`config.mk`:
```
export PLATFORM = sky130hd
export DESIGN_NAME = song_sequencer
export DESIGN_NICKNAME = d
export VERILOG_FILES = /design/src/rtl/song_pkg.sv /design/src/rtl/song_rom.sv /design/src/rtl/song_sequencer.sv
export SDC_FILE = /design/constraint.sdc
export NUM_CORES = 1
export LEC_CHECK = 0
export BUFFER_PORTS_ARGS = -buffer_cell sky130_fd_sc_hd__buf_2
export CAP_MARGIN = 20
export CORE_UTILIZATION = 40
export DETAILED_ROUTE_END_ITERATION = 8
export PLACE_DENSITY_LB_ADDON = 0.15
export REMOVE_ABC_BUFFERS = 1
export SYNTH_ARGS = -nofsm -noshare
export SYNTH_HDL_FRONTEND = slang
export SYNTH_SLANG_ARGS = --single-unit
```
`constraint.sdc`:
```
create_clock -name clk -period 3.9 [get_ports clk]
set_clock_uncertainty 0.1 [all_clocks]
set_input_delay 0.585 -clock clk [delete_from_list [all_inputs] [get_ports clk]]
set_output_delay 0.585 -clock clk [all_outputs]
set_load 0.005 [all_outputs]
```
`src/rtl/song_pkg.sv`:
```
// Shared types and constants for the song sequencer: FSM states, note-table entry layout
// and named note frequencies used to author melodies.
package song_pkg;

  typedef enum logic [2:0] {
    IDLE,
    FETCH,
    DECODE,
    PLAY,
    GAP,
    END
  } state_e;

  localparam int unsigned ENTRY_W   = 16;
  localparam int unsigned HZ_W      = 12;
  localparam int unsigned BEATS_W   = 4;

  localparam int unsigned HZ_MSB    = 15;
  localparam int unsigned HZ_LSB    = 4;
  localparam int unsigned BEATS_MSB = 3;
  localparam int unsigned BEATS_LSB = 0;

  localparam logic [BEATS_W-1:0] END_BEATS = '0;

  localparam logic [HZ_W-1:0] NOTE_REST = 12'd0;
  localparam logic [HZ_W-1:0] NOTE_C4   = 12'd262;
  localparam logic [HZ_W-1:0] NOTE_D4   = 12'd294;
  localparam logic [HZ_W-1:0] NOTE_E4   = 12'd330;
  localparam logic [HZ_W-1:0] NOTE_F4   = 12'd349;
  localparam logic [HZ_W-1:0] NOTE_G4   = 12'd392;
  localparam logic [HZ_W-1:0] NOTE_A4   = 12'd440;

  function automatic logic [ENTRY_W-1:0] mk_entry(input logic [HZ_W-1:0]    hz,
                                                  input logic [BEATS_W-1:0] beats);
    return {hz, beats};
  endfunction

endpackage

```
`src/rtl/song_rom.sv`:
```
// Synchronous note-table ROM, one 2^ADDR_W-entry table per song, 1-cycle read latency.
// Melodies live here so they can be edited without touching the sequencer FSM.
module song_rom
  import song_pkg::*;
#(
  parameter int unsigned ADDR_W = 6,
  parameter int unsigned SONG_W = 2
) (
  input  logic                clk,
  input  logic [SONG_W-1:0]   song_sel,
  input  logic [ADDR_W-1:0]   addr,
  output logic [ENTRY_W-1:0]  data
);

  // Any entry not listed reads as 0, i.e. the END marker.
  function automatic logic [ENTRY_W-1:0] lookup(input int unsigned song, input int unsigned idx);
    logic [ENTRY_W-1:0] e;
    e = '0;
    case (song)
      0: begin
        case (idx)
          0:       e = mk_entry(NOTE_A4, 4'd2);
          default: e = '0;
        endcase
      end
      1: begin
        case (idx)
          0:       e = mk_entry(NOTE_C4,   4'd1);
          1:       e = mk_entry(NOTE_REST, 4'd1);
          2:       e = mk_entry(NOTE_E4,   4'd1);
          default: e = '0;
        endcase
      end
      2: begin
        // Full-length scale with no END marker: exercises the implicit end at the last entry.
        e = mk_entry(12'(200 + 4 * idx), 4'(1 + (idx % 2)));
      end
      3: begin
        case (idx)
          0, 1:    e = mk_entry(NOTE_C4, 4'd1);
          2, 3:    e = mk_entry(NOTE_G4, 4'd1);
          4, 5:    e = mk_entry(NOTE_A4, 4'd1);
          6:       e = mk_entry(NOTE_G4, 4'd2);
          7, 8:    e = mk_entry(NOTE_F4, 4'd1);
          9, 10:   e = mk_entry(NOTE_E4, 4'd1);
          11, 12:  e = mk_entry(NOTE_D4, 4'd1);
          13:      e = mk_entry(NOTE_C4, 4'd2);
          default: e = '0;
        endcase
      end
      default: e = '0;
    endcase
    return e;
  endfunction

  // NOTE: the ROM read register carries no reset; the FSM only consumes it in DECODE,
  // one cycle after FETCH has presented a valid address, so its reset value is never observed.
  always_ff @(posedge clk) begin
    data <= lookup(32'(song_sel), 32'(addr));
  end

endmodule

```
`src/rtl/song_sequencer.sv`:
```
// Steps through the selected song's note table and drives hz_next to the buzzer player.
// Define SONG_SEQUENCER_LOOP_EN to loop the song forever instead of ending with song_done.
module song_sequencer
  import song_pkg::*;
#(
  parameter int unsigned TICKS_PER_BEAT = 25_000_000,
  parameter int unsigned GAP_TICKS      = 2_000_000,
  parameter int unsigned ADDR_W         = 6,
  parameter int unsigned SONG_W         = 2
) (
  input  logic              clk,
  input  logic              rst_n,
  input  logic              start,
  input  logic              stop,
  input  logic [SONG_W-1:0] song_sel,
  output logic [11:0]       hz_next,
  output logic              playing,
  output logic [ADDR_W-1:0] note_idx,
  output logic              song_done
);

  localparam logic [31:0]       BEAT_LAST = 32'(TICKS_PER_BEAT - 1);
  localparam logic [31:0]       PLAY_LAST = 32'(TICKS_PER_BEAT - GAP_TICKS - 1);
  localparam logic [31:0]       GAP_LAST  = 32'(GAP_TICKS - 1);
  localparam logic [ADDR_W-1:0] IDX_LAST  = {ADDR_W{1'b1}};

  state_e              state_q, state_d;
  logic [HZ_W-1:0]     hz_q, hz_d;
  logic                playing_q, playing_d;
  logic [ADDR_W-1:0]   idx_q, idx_d;
  logic                done_q, done_d;
  logic [SONG_W-1:0]   song_sel_q, song_sel_d;
  logic [31:0]         tick_q, tick_d;
  logic [BEATS_W-1:0]  beat_q, beat_d;
  logic                song_end;

  logic [ENTRY_W-1:0]  rom_data;
  logic [HZ_W-1:0]     rom_hz;
  logic [BEATS_W-1:0]  rom_beats;

  song_rom #(
    .ADDR_W (ADDR_W),
    .SONG_W (SONG_W)
  ) u_rom (
    .clk      (clk),
    .song_sel (song_sel_q),
    .addr     (idx_q),
    .data     (rom_data)
  );

  assign rom_hz    = rom_data[HZ_MSB:HZ_LSB];
  assign rom_beats = rom_data[BEATS_MSB:BEATS_LSB];

  // NOTE: every signal assigned below gets a default first, so no path can infer a latch.
  always_comb begin
    state_d    = state_q;
    hz_d       = hz_q;
    playing_d  = playing_q;
    idx_d      = idx_q;
    done_d     = 1'b0;
    song_sel_d = song_sel_q;
    tick_d     = tick_q;
    beat_d     = beat_q;
    song_end   = 1'b0;

    case (state_q)
      IDLE: begin
        hz_d = '0;
        if (start && !stop) begin
          song_sel_d = song_sel;
          idx_d      = '0;
          playing_d  = 1'b1;
          state_d    = FETCH;
        end
      end

      FETCH: state_d = DECODE;

      DECODE: begin
        if (rom_beats == END_BEATS) begin
          song_end = 1'b1;
        end else begin
          hz_d    = rom_hz;
          tick_d  = '0;
          beat_d  = rom_beats;
          state_d = PLAY;
        end
      end

      PLAY: begin
        // The last beat is cut short by GAP_TICKS so the whole note still spans beats*TICKS_PER_BEAT.
        if (beat_q == 4'd1 && tick_q == PLAY_LAST) begin
          hz_d    = '0;
          tick_d  = '0;
          state_d = GAP;
        end else if (tick_q == BEAT_LAST) begin
          tick_d = '0;
          beat_d = beat_q - 4'd1;
        end else begin
          tick_d = tick_q + 32'd1;
        end
      end

      GAP: begin
        if (tick_q == GAP_LAST) begin
          tick_d = '0;
          if (idx_q == IDX_LAST) begin
            song_end = 1'b1;
          end else begin
            idx_d   = idx_q + ADDR_W'(1);
            state_d = FETCH;
          end
        end else begin
          tick_d = tick_q + 32'd1;
        end
      end

      END: begin
        playing_d = 1'b0;
        state_d   = IDLE;
      end

      default: state_d = IDLE;
    endcase

    if (song_end) begin
`ifdef SONG_SEQUENCER_LOOP_EN
      idx_d   = '0;
      state_d = FETCH;
`else
      done_d    = 1'b1;
      playing_d = 1'b0;
      state_d   = END;
`endif
    end

    // Abort has priority over everything, including a same-cycle start.
    if (stop && state_q != IDLE) begin
      state_d   = IDLE;
      hz_d      = '0;
      playing_d = 1'b0;
      idx_d     = '0;
      done_d    = 1'b0;
      tick_d    = '0;
      beat_d    = '0;
    end
  end

  // NOTE: reset is synchronous (sampled on the clock edge) and all state uses non-blocking updates.
  always_ff @(posedge clk) begin
    if (!rst_n) begin
      state_q    <= IDLE;
      hz_q       <= '0;
      playing_q  <= 1'b0;
      idx_q      <= '0;
      done_q     <= 1'b0;
      song_sel_q <= '0;
      tick_q     <= '0;
      beat_q     <= '0;
    end else begin
      state_q    <= state_d;
      hz_q       <= hz_d;
      playing_q  <= playing_d;
      idx_q      <= idx_d;
      done_q     <= done_d;
      song_sel_q <= song_sel_d;
      tick_q     <= tick_d;
      beat_q     <= beat_d;
    end
  end

  assign hz_next   = hz_q;
  assign playing   = playing_q;
  assign note_idx  = idx_q;
  assign song_done = done_q;

endmodule

```
Yosys cells after proc, flatten, opt, wreduce, memory -nomap -nowiden
Memory sizes are Yosys's and may differ from the RTL's. A register that Yosys moved wholly into a read port is not among the register bits. Index checks and enable logic that the tools add are counted.

Reductions and logical operators: 25. Shifts and indexed selects: 0. Bitwise logic cells: 1. Order comparisons: 0. Div/mod/pow operators: 0. Mux-type cells: 36. Add/subtract/negate cells: 5. Eq/ne operators: 27. $mul: 0.

Operator list (count): 32-bit two-way mux (4); 32-bit one-hot mux with 3 select lines (1); 32-bit by 25-bit equality test with 1-bit output (second input constant) (2); 16-bit one-hot mux with 4 select lines (1); 13-bit one-hot mux with 3 select lines (1); 12-bit one-hot mux with 3 select lines (1); 32-bit by 1-bit adder with 32-bit output (second input constant) (1); 32-bit by 21-bit equality test with 1-bit output (second input constant) (1); 12-bit two-way mux (2); 4-bit two-way mux (5); 3-bit two-way mux (6); 6-bit two-way mux (3); 16-bit two-way mux (1); 3-bit inequality test (second input constant) (5); 3-bit one-hot mux with 5 select lines (1); 2-bit inequality test (second input constant) (7); 13-bit two-way mux (1); 6-bit one-hot mux with 2 select lines (1); 5-bit AND reduction (2); 8-bit by 8-bit adder with 9-bit output (first input constant) (1); 3-bit nonzero test (3); 4-bit one-hot mux with 2 select lines (1); 4-bit AND reduction (2); 6-bit by 1-bit adder with 6-bit output (second input constant) (1); 25 further kinds (40).

Bits of input ports: 6. ROM bits: 176. Memories: 1. Logic and storage cells: 105. Bits in writable memories: 0. Output and inout port bits: 20. Bits in latches: 0. Register bits after elaboration: 77.

Memory list: (no name shown) (words 16, width 11, read ports 1, clocked after memory_dff 1, write ports 0, RTL line song_rom.sv:39) `case (idx)`.

Longest topological paths before layout
Gate-level depths: netlist (run 1).

Word-level depth: 6. Mapped depth: 12. Mapped depth without buffers: 12.

Cells and area by module
Synthesis (run 1) repeated with hierarchy kept, for this count alone.

Cell total of the unflattened synthesis: 469. Area, all modules: 3941.3 um^2.

By module, submodules not included: song_sequencer (instances 1, cells each 379, area each 3101.7 um^2, seq. area each 1221.2 um^2); song_rom (instances 1, cells each 90, area each 839.6 um^2, seq. area each 220.2 um^2).

Least setup slack after synthesis (run 1)
No wires, ideal clock.

Path kind: reg-to-reg. Start point: register tick_q[31]. End point: register (tool-made name). Setup slack: 792 ps. Buffers on the path: 0. Clock period less this slack: 3108 ps. Required time: 3685 ps. Cell stages (with the launch flop): 11. Setup time: 115 ps. Data arrival time: 2893 ps. Cells stage by stage: dfxtp_1 > or4_4 > or4_4 > or4_1 > nor2_1 > o21a_1 > inv_1 > ha_1 > o21ai_0 > a21oi_1 > o21a_1.

RTL lines: start: declaration (RTL line song_sequencer.sv:33) `logic [31:0] tick_q, tick_d;`; start signal: assignment (RTL line song_sequencer.sv:167) `tick_q <= tick_d;`.

==> summary.md, run 1 <==
| Metric | Value |
|---|---|
| Number of buffer cells added on primary ports | `22` |
| Worst slack after detailed placement | `0.5385 ns` |
| Number of cells on the worst hold path | `1` |
| Area added between synthesis and finish | `9.510%` |
| Highest achievable clock rate | `293.4 MHz` |
| Cell chain of the critical path | `ha_1, nand3_1, or4_4, or4_1, nor2_1, o21a_1, inv_1, ha_1, o21ai_0, a21oi_1, o21a_1` |
| Cell depth of the worst flop-to-flop path | `11` |
| Total power after layout | `1.576 mW` |
| Wirelength, routed | `10030 µm` |
| Unrepaired setup endpoints after global routing | `false` |
| Setup TNS | `0 ns` |
| Die X | `105.2 µm` |
| Number of flops mapped to enable cells by yosys | `0` |
| Number of top-level design ports | `26` |
| Core Util, Final | `45.22%` |
| Post-CTS Hold Fix Bufs | `0` |
| Min-Delay Path Class | `reg2reg` |
| Placer congestion estimate | `0.8977` |
| Smallest setup slack after layout | `0.4920 ns` |
| Int Power | `1.127 mW` |
| Crit path launch type | `flip-flop` |
| Crit Path Max Fanout | `7` |
| Iteration count of the initial detailed-routing pass | `5` |
| Synth unique cells | `68` |
| Number of core rows | `37` |
| Switching power as a share of total power | `28.44%` |
| Cts bufs inserted | `9` |
| Clock share of power | `37.8%` |
| Routed vias | `3613` |
| H-Tree Depth | `3` |
| Number of cells after detailed placement | `644` |
| Critical Setup Path Class | `reg2reg` |
| Via/cell ratio | `5.474` |
| Nets | `539` |
| Post-layout instance area | `4668 µm²` |
| Post-cts repair resize count | `0` |
| First element of the critical path | `tick_q[0]$_SDFFE_PP0P_` |
| Filler Cells Inserted | `1030` |
| Final setup violation count | `0` |
| Startpoint of the lowest-slack register-to-register path | `tick_q[0]$_SDFFE_PP0P_` |
| Maximum capacitance violations | `0` |
| Net switching component of the power | `448.2 µW` |
| CTS root buffer | `sky130_fd_sc_hd__clkbuf_8` |
| Average cell area after synthesis | `8.492 µm²` |
| Largest buffer count on any clock path | `2` |
| Number of remaining DRC errors | `0` |
| Data arrival at the endpoint of the critical path | `3.56 ns` |
| Setup crit end kind | `flip-flop` |
| FF/Latch Area | `1602 µm²` |
| Top FF cell, synth | `sky130_fd_sc_hd__dfxtp_1` |
| Inserted Diodes | `0` |
| Post-synthesis instance area | `4263 µm²` |
| Cell area reported after detailed placement | `4484 µm²` |
| Cell count after synthesis | `502` |
| Placeable core region | `10320 µm²` |
| Register clock-pin slew on the reported worst setup and hold paths | `0.09 ns` |
| Wire per inst | `15.20 µm` |
| Antenna-violating nets left | `0` |
| Total track usage | `18.88%` |
| Setup fix buffers added after clock tree synthesis | `0` |
| Final hold slack | `0.3471 ns` |
| Normalized max-slew margin | `62.14%` |
| CTS tree | `done` |
| Logic gate share of total power | `7.9%` |
| Number of DRC markers in iteration 0 | `140` |
| Count of warnings emitted by yosys | `0` |
| Result of the run | `finished clean` |
| Post-route clock period utilization | `87.38%` |
| Measured slew at the worst slew-check pin | `0.5671 ns` |
| Proportion of register bits with asynchronous set or reset after synthesis | `0%` |
| Critical path's slowest cell | `sky130_fd_sc_hd__or4_4` |
| Number of storage elements in the synthesis netlist | `80` |
| Fraction of the yosys area taken by sequential cells | `37.57%` |
| Starting Density | `41.29%` |
| Half-perimeter wire length after placement | `7242 µm` |
| Final instance count without filler cells | `660` |
| Remaining Overflow, GRT | `0` |
| Power density of the placed cells | `337.5 nW/µm²` |
| Static leakage power | `1.687 nW` |
| Period minus WS final | `3.408 ns` |
| Clock latency at the later pin of the worst-skew pair | `0.36 ns` |
| Area taken by multi-input logic gates | `2497 µm²` |
| Clock net sink count | `80` |
| WHS Endpoint | `u_rom.data[4]$_DFF_P_` |
| Die ar. | `11070 µm²` |
| Required time of the critical path | `4.06 ns` |
| Number of global-route vias before repair | `3262` |
| Slack of the worst reg-to-reg path | `0.49 ns` |
| Max-slew violation count | `0` |
| Final hold violations | `0` |
| Sequential share of power | `54.2%` |
| Number of antenna violations at the first check in global routing | `0` |
| Layout cells sized above 1 | `12.40%` |
| Maximum resistive drop on vdd | `152.9 µV` |
| Global-route wire length before repair | `16600 µm` |
| DIE HEIGHT | `105.2 µm` |
| Pin count of the biggest net entering global routing | `31` |
| Worst path max stage delay | `0.62 ns` |
## cell usage after synthesis (all sizes together) (2+ instances only)
cell type	count	area share, %
dfxtp	80	38
a22o	2	0.41
ha	14	4.1
inv	12	1.1
a221o	6	1.4
or2	3	0.44
and2	16	2.3
nor4bb	5	1.2
o21bai	2	0.35
xor2	14	2.9
mux2i	15	3.5
xnor2	12	2.6
a21bo	2	0.47
nor3	18	2.2
nand2	27	2.4
nand3	29	3.4
a22oi	3	0.85
and4	5	1.1
nand2b	5	0.73
or4	4	0.88
nor2b	12	1.8
nor4	5	0.73
or3	7	1.1
nand3b	3	0.53
clkbuf	16	1.4
o22ai	2	0.29
o21a	7	1.2
o211ai	3	0.53
o21ai	25	3.0
nor2	69	6.1
a222oi	3	0.70
o31ai	2	0.68
a21oi	26	3.3
nand4	7	1.0
o211a	2	0.47
and3	8	1.2
nor3b	7	1.4
buf	10	1.6
## cells by family (layout without fill, tap and decap cells)
logic type | Yosys count | after routing | share of synthesized area, %
DFF | 80 | 80 | 37.57
other | 1 | 3 | 0.08797
adders and majority gates | 14 | 14 | 4.109
muxes | 15 | 15 | 3.522
and+or+nand+nor | 236 | 236 | 29.88
AOI/OAI and AO/OA | 92 | 92 | 15.20
xor gates and xnor gates | 26 | 26 | 5.518
buffers and inverters | 38 | 58 | 4.109
## how the worst max path moves through the flow
stage,endpoint,slack (ns),cells after the start
after floorplan,flip-flop,0.79,7
after global placement,flip-flop,0.59,11
after detailed placement,flip-flop,0.54,11
after CTS,flip-flop,0.50,11
after global routing,flip-flop,0.23,11
final,flip-flop,0.49,11
## worst max-delay path: cells and delay by family, from the launching register on
kind / cells / cell delay (ns)
and+or+nand+nor: 4 / 1.53
DFF: 1 / 0.41
buffers and inverters: 1 / 0.14
adders and majority gates: 2 / 0.49
AOI/OAI and AO/OA: 4 / 0.64
## layer usage
layer	global-route usage [%]	vias to the layer above	routed length, µm
met2	27.40	86	4238
met5	0	-	0
met1	27.57	1696	5270
met4	6.942	0	155
li1	-	1818	-
met3	3.525	13	366
## cell type report
cell class	count	area share (%)
Inverter	12	0.9649
Multi-Input combinational cell	386	53.50
Tap cell	136	3.645
Clock inverter	7	1.287
Sequential cell	80	34.31
Clock buffer	9	2.653
Timing Repair Buffer	30	3.645
## cells in the final DEF (no fill, tap or decap), drive strengths merged, types with 2 or more instances in the layout
cell and n:
or3 7, and2 16, or2 3, a222oi 3, o21a 7, nand3 29, ha 14, conb 3
and4 5, dfxtp 80, inv 17, a22oi 3, nor3 18, nor3b 7, o22ai 2, or4 4
o31ai 2, o211ai 3, mux2i 15, o21ai 25, nand2 27, nand3b 3, a21bo 2, nor2 69
buf 30, nor4 5, a221o 6, o21bai 2, a22o 2, o211a 2, nor2b 12, nor4bb 5
nand2b 5, clkbuf 9, and3 8, nand4 7, xor2 14, xnor2 12, a21oi 26
## power by group through the flow
| stage | clock network (mW) | logic (mW) | registers [mW] |
|---|---|---|---|
| floorplan | 0 | 0.0846 | 0.868 |
| global placement | 0 | 0.123 | 0.873 |
| detailed placement | 0 | 0.125 | 0.873 |
| CTS | 0.612 | 0.126 | 0.854 |
| global route | 0.648 | 0.139 | 0.857 |
| finish | 0.596 | 0.125 | 0.854 |
Power figures use the tool's default switching activity.
==> inputs of run 2 (changes only) <==
--- a/config.mk
+++ b/config.mk
@@ -7,7 +7,7 @@
 export LEC_CHECK = 0
 export BUFFER_PORTS_ARGS = -buffer_cell sky130_fd_sc_hd__buf_2
 export CAP_MARGIN = 20
-export CORE_UTILIZATION = 40
+export CORE_UTILIZATION = 60
 export DETAILED_ROUTE_END_ITERATION = 8
 export PLACE_DENSITY_LB_ADDON = 0.15
 export REMOVE_ABC_BUFFERS = 1
==> summary.md, run 2 (synthesized netlist as in run 1, its figures left out) <==
| Metric | Value |
|---|---|
| Period minus WS final | `3.424 ns` |
| Slack of the worst reg-to-reg path | `0.48 ns` |
| Final setup violation count | `0` |
| Cts bufs inserted | `9` |
| Area taken by multi-input logic gates | `2497 µm²` |
| DIE HEIGHT | `86.29 µm` |
| Top library cells by usage in the layout, fill and taps aside | `sky130_fd_sc_hd__dfxtp_1, sky130_fd_sc_hd__nor2_1, sky130_fd_sc_hd__nand3_1` |
| Routed length on met1 | `4744 µm` |
| Remaining Overflow, GRT | `0` |
| Final hold violations | `0` |
| Global-route wire length before repair | `15780 µm` |
| FF/Latch Area | `1602 µm²` |
| Total power after layout | `1.588 mW` |
| Register clock-pin slew on the reported worst setup and hold paths | `0.09 ns` |
| Largest buffer count on any clock path | `2` |
| Clock latency at the later pin of the worst-skew pair | `0.38 ns` |
| Post-cts repair resize count | `0` |
| Wirelength, routed | `9409 µm` |
| Most frequent standard cell in the layout excluding fill and tap cells | `sky130_fd_sc_hd__dfxtp_1` |
| Routed vias | `3609` |
| Die X | `86.29 µm` |
| Number of buffer and inverter instances along the worst setup path | `1` |
| Number of global-route vias before repair | `3290` |
| Unrepaired setup endpoints after global routing | `false` |
| Worst path max stage delay | `0.62 ns` |
| Number of remaining DRC errors | `0` |
| Crit path launch type | `flip-flop` |
| Starting Density | `62.40%` |
| Max-slew violation count | `0` |
| H-Tree Depth | `3` |
| Number of cells on the worst hold path | `3` |
| Setup fix buffers added after clock tree synthesis | `0` |
| Area added between synthesis and finish | `8.483%` |
| Total track usage | `26.82%` |
| CTS root buffer | `sky130_fd_sc_hd__clkbuf_8` |
| Placeable core region | `6832 µm²` |
| Met3 routed wirelength | `395 µm` |
| Startpoint of the lowest-slack register-to-register path | `tick_q[0]$_SDFFE_PP0P_` |
| Worst path top cell family by delay | `simple AND/OR/NAND/NOR gates` |
| Nets | `539` |
| Measured slew at the worst slew-check pin | `0.5389 ns` |
| Pin count of the biggest net entering global routing | `31` |
| Result of the run | `finished clean` |
| Smallest setup slack after layout | `0.4759 ns` |
| Number of antenna violations at the first check in global routing | `0` |
| Met2 wirelength from detailed routing | `4167 µm` |
| Maximum resistive drop on vdd | `181.6 µV` |
| Critical Setup Path Class | `reg2reg` |
| Highest achievable clock rate | `292.0 MHz` |
| Required time of the critical path | `4.08 ns` |
| CTS tree | `done` |
| Number of buffer cells added on primary ports | `22` |
| Top layer reached by signal wires | `met4` |
| Filler Cells Inserted | `576` |
| Critical hold path startpoint | `song_sel[0]` |
| Number of top-level design ports | `26` |
| Post-CTS Hold Fix Bufs | `0` |
| Number of core rows | `30` |
| Cell depth of the worst flop-to-flop path | `11` |
| Crit Path Max Fanout | `7` |
| Half-perimeter wire length after placement | `6840 µm` |
| Static leakage power | `1.695 nW` |
| Antenna-violating nets left | `0` |
| Worst slack after detailed placement | `0.5199 ns` |
| Iteration count of the initial detailed-routing pass | `7` |
| Post-route clock period utilization | `87.80%` |
| Data arrival at the endpoint of the critical path | `3.60 ns` |
| Number of DRC markers in iteration 0 | `232` |
| Final hold slack | `0.3652 ns` |
| Min-Delay Path Class | `in2reg` |
| Clock net sink count | `80` |
| Via/cell ratio | `5.821` |
| Maximum capacitance violations | `0` |
| Setup crit end kind | `flip-flop` |
| Inserted Diodes | `0` |
| Power density of the placed cells | `343.4 nW/µm²` |
| Wire per inst | `15.18 µm` |
| Cell chain of the critical path | `ha_1, nand3_1, or4_4, or4_1, nor2_1, o21a_1, inv_1, ha_1, o21ai_0, a21oi_1, o21a_1` |
| Critical path's slowest cell | `sky130_fd_sc_hd__or4_4` |
| Die ar. | `7446 µm²` |
| WHS Endpoint | `song_sel_q[0]$_SDFFE_PN0P_` |
| Setup TNS | `0 ns` |
| Layout cells sized above 1 | `12.40%` |
| Normalized max-slew margin | `64.02%` |
| Placer congestion estimate | `0.8808` |
==> run 2: cell count changes in the layout (fill, tap and decap cells not counted) <==
cell	previous run	this run
sky130_fd_sc_hd__clkinv_4	1	0
sky130_fd_sc_hd__clkinvlp_4	1	0
sky130_fd_sc_hd__inv_8	0	2
==> run 2: final cells by class <==
| type | instances | area share (%) |
|---|---|---|
| sequential | 80 | 34.63 |
| clock inverter | 7 | 1.434 |
| timing repair buffer | 30 | 3.680 |
| tap | 96 | 2.597 |
| inverter | 12 | 0.9740 |
| multi-input combinational | 386 | 54.00 |
| clock buffer | 9 | 2.679 |
==> run 2: worst reg2reg max path, cell delays in order (launching register included) <==
cell and delay, ns:
sky130_fd_sc_hd__dfxtp_1 0.40, sky130_fd_sc_hd__ha_1 0.22, sky130_fd_sc_hd__nand3_1 0.19, sky130_fd_sc_hd__or4_4 0.62
sky130_fd_sc_hd__or4_1 0.52, sky130_fd_sc_hd__nor2_1 0.21, sky130_fd_sc_hd__o21a_1 0.30, sky130_fd_sc_hd__inv_1 0.14
sky130_fd_sc_hd__ha_1 0.26, sky130_fd_sc_hd__o21ai_0 0.09, sky130_fd_sc_hd__a21oi_1 0.09, sky130_fd_sc_hd__o21a_1 0.19
==> run 2: per-stage QoR <==
stage	util [%]	cell area [µm²]	std cells
floorplan	-	4140	478
global placement	64.80	4427	603
detailed placement	64.80	4427	603
CTS	67.58	4617	619
global route	67.69	4624	620
finish	67.69	4624	620
==> run 2: report_power, final <==
| part | internal, mW | switching (mW) |
|---|---|---|
| clock | 0.251 | 0.358 |
| combinational | 0.0475 | 0.0783 |
| sequential | 0.836 | 0.0171 |
==> run 2: worst max path at each step <==
stage,startpoint,to,slack (ns),cells past startpoint
final,tick_q[0]$_SDFFE_PP0P_,flip-flop,0.48,11
after global routing,tick_q[0]$_SDFFE_PP0P_,flip-flop,0.29,11
after CTS,tick_q[0]$_SDFFE_PP0P_,flip-flop,0.50,11
after detailed placement,tick_q[0]$_SDFFE_PP0P_,flip-flop,0.52,11
after global placement,tick_q[0]$_SDFFE_PP0P_,flip-flop,0.61,11
after floorplan,tick_q[31]$_SDFFE_PP0P_,flip-flop,0.79,7
==> run 2: routing by layer <==
| layer | GRT usage [%] | vias to the layer above |
|---|---|---|
| met2 | 39.83 | 87 |
| met1 | 38.89 | 1693 |
| li1 | - | 1816 |
| met4 | 9.091 | 0 |
| met3 | 5.143 | 13 |
| met5 | 0 | - |
==> inputs of run 3 (changes only) <==
==> constraint.sdc (replaced) <==
create_clock -name clk -period 3.3 [get_ports clk]
set_clock_uncertainty 0.1 [all_clocks]
set_input_delay 0.495 -clock clk [delete_from_list [all_inputs] [get_ports clk]]
set_output_delay 0.495 -clock clk [all_outputs]
set_load 0.005 [all_outputs]
==> summary.md, run 3 (synthesized netlist as in run 1, its figures left out) <==
| Metric | Value |
|---|---|
| Min-Delay Path Class | `in2reg` |
| Number of buffer cells added on primary ports | `22` |
| Maximum capacitance violations | `0` |
| Max-slew violation count | `0` |
| Final setup violation count | `0` |
| Remaining Overflow, GRT | `0` |
| Int Power | `1.405 mW` |
| H-Tree Depth | `3` |
| Switching power as a share of total power | `26.20%` |
| Met3 Usage GRT | `6.476%` |
| Final hold slack | `0.3021 ns` |
| Final instance count without filler cells | `626` |
| Normalized max-slew margin | `60.30%` |
| Number of cells after detailed placement | `610` |
| Half-perimeter wire length after placement | `7024 µm` |
| Register clock-pin slew on the reported worst setup and hold paths | `0.09 ns` |
| Global-route wire length before repair | `16080 µm` |
| Sequential share of power | `52.9%` |
| Via/cell ratio | `5.869` |
| Critical Setup Path Class | `reg2reg` |
| Starting Density | `62.40%` |
| Iteration count of the initial detailed-routing pass | `5` |
| Number of remaining DRC errors | `0` |
| Total track usage | `27.47%` |
| Worst slack after detailed placement | `0.02945 ns` |
| Most Crowded Layer GR | `met2` |
| Unrepaired setup endpoints after global routing | `false` |
| Core Util, Final | `68.63%` |
| Crit path launch type | `flip-flop` |
| Clock latency at the later pin of the worst-skew pair | `0.35 ns` |
| Largest buffer count on any clock path | `2` |
| Post-CTS Hold Fix Bufs | `0` |
| Final hold violations | `0` |
| Data arrival at the endpoint of the critical path | `3.31 ns` |
| Highest achievable clock rate | `317.1 MHz` |
| Placeable core region | `6832 µm²` |
| Clock share of power | `39.0%` |
| Pin count of the biggest net entering global routing | `31` |
| Die X | `86.29 µm` |
| Number of DRC markers in iteration 0 | `391` |
| Number of top-level design ports | `26` |
| Wirelength, routed | `9773 µm` |
| Cts bufs inserted | `9` |
| DIE HEIGHT | `86.29 µm` |
| Setup TNS | `0 ns` |
| Met2 Track Usage GR | `43.22%` |
| Smallest setup slack after layout | `0.1467 ns` |
| Crit Path Max Fanout | `5` |
| Post-route clock period utilization | `95.55%` |
| Number of core rows | `30` |
| Static leakage power | `1.724 nW` |
| Placer congestion estimate | `0.9086` |
| Measured slew at the worst slew-check pin | `0.5943 ns` |
| Logic gate share of total power | `8.2%` |
| Inserted Diodes | `0` |
| Layout cells sized above 1 | `14.15%` |
| Result of the run | `finished clean` |
| Number of antenna violations at the first check in global routing | `0` |
| Maximum resistive drop on vdd | `246.9 µV` |
| Most frequent standard cell in the layout excluding fill and tap cells | `sky130_fd_sc_hd__dfxtp_1` |
| Net switching component of the power | `498.8 µW` |
| Setup fix buffers added after clock tree synthesis | `0` |
| Top library cells by usage in the layout, fill and taps aside | `sky130_fd_sc_hd__dfxtp_1, sky130_fd_sc_hd__nor2_1, sky130_fd_sc_hd__nand3_1` |
| Die ar. | `7446 µm²` |
| Nets | `545` |
| Wire per inst | `15.61 µm` |
| Number of global-route vias before repair | `3274` |
| Antenna-violating nets left | `0` |
| Setup crit end kind | `flip-flop` |
| Clock net sink count | `80` |
| Global Route met1 Usage | `38.59%` |
| CTS tree | `done` |
| Period minus WS final | `3.153 ns` |
| Power density of the placed cells | `406.0 nW/µm²` |
| Routed vias | `3674` |
| Required time of the critical path | `3.46 ns` |
| Area added between synthesis and finish | `9.980%` |
| CTS root buffer | `sky130_fd_sc_hd__clkbuf_8` |
==> run 3: timing repair <==
item | in CTS | in global routing
gates resized for setup | 0 | 4
endpoints found under the hold margin | 0 | 0
setup endpoints to repair | 0 | 7
==> run 3: path summary, 6_finish.rpt <==
check | from | endpoint | slack [ns] | depth (start not counted)
hold / removal | song_sel[0] | song_sel_q[0]$_SDFFE_PN0P_ | 0.30 | 3
hold reg to reg | tick_q[0]$_SDFFE_PP0P_ | tick_q[0]$_SDFFE_PP0P_ | 0.38 | 1
setup / recovery | tick_q[31]$_SDFFE_PP0P_ | flip-flop | 0.15 | 10
setup reg to reg | tick_q[31]$_SDFFE_PP0P_ | flip-flop | 0.15 | 10
==> run 3: worst max-delay path, stage by stage (launching register included) <==
cell and delay [ns]:
sky130_fd_sc_hd__dfxtp_1 0.33, sky130_fd_sc_hd__or4_4 0.53, sky130_fd_sc_hd__or4_4 0.54, sky130_fd_sc_hd__or4_1 0.54, sky130_fd_sc_hd__nor2_2 0.16, sky130_fd_sc_hd__o21a_2 0.20, sky130_fd_sc_hd__inv_1 0.10, sky130_fd_sc_hd__ha_1 0.22
sky130_fd_sc_hd__o21ai_0 0.07, sky130_fd_sc_hd__a21oi_1 0.09, sky130_fd_sc_hd__o21a_1 0.19
==> run 3: metal layers <==
| layer | up-vias | wire length, µm |
|---|---|---|
| met2 | 106 | 4525 |
| met3 | 6 | 540 |
| met1 | 1734 | 4649 |
| met4 | 0 | 57 |
| met5 | - | 0 |
| li1 | 1828 | - |
==> run 3: power by group through the flow <==
stage | Clock (mW) | Combinational, mW | Sequential, mW
floorplan | 0 | 0.100 | 1.03
global placement | 0 | 0.149 | 1.03
detailed placement | 0 | 0.152 | 1.03
CTS | 0.753 | 0.154 | 1.01
global route | 0.800 | 0.171 | 1.01
finish | 0.742 | 0.155 | 1.01
==> run 3: layout make-up <==
class,instances,area (µm²)
sequential,80,1603
clock inverter,7,77.57
clock buffer,9,123.9
timing repair buffer,36,215.2
fill,565,2143
inverter,12,45.04
multi-input combinational,386,2504
tap,96,120.1
==> run 3: stage by stage <==
step                      cell area (µm²)  total power [mW]
after global placement               4479             1.177
after detailed placement             4479             1.180
after floorplan                      4140             1.125
after global routing                 4688             1.980
after CTS                            4681             1.913
final                                4688             1.904
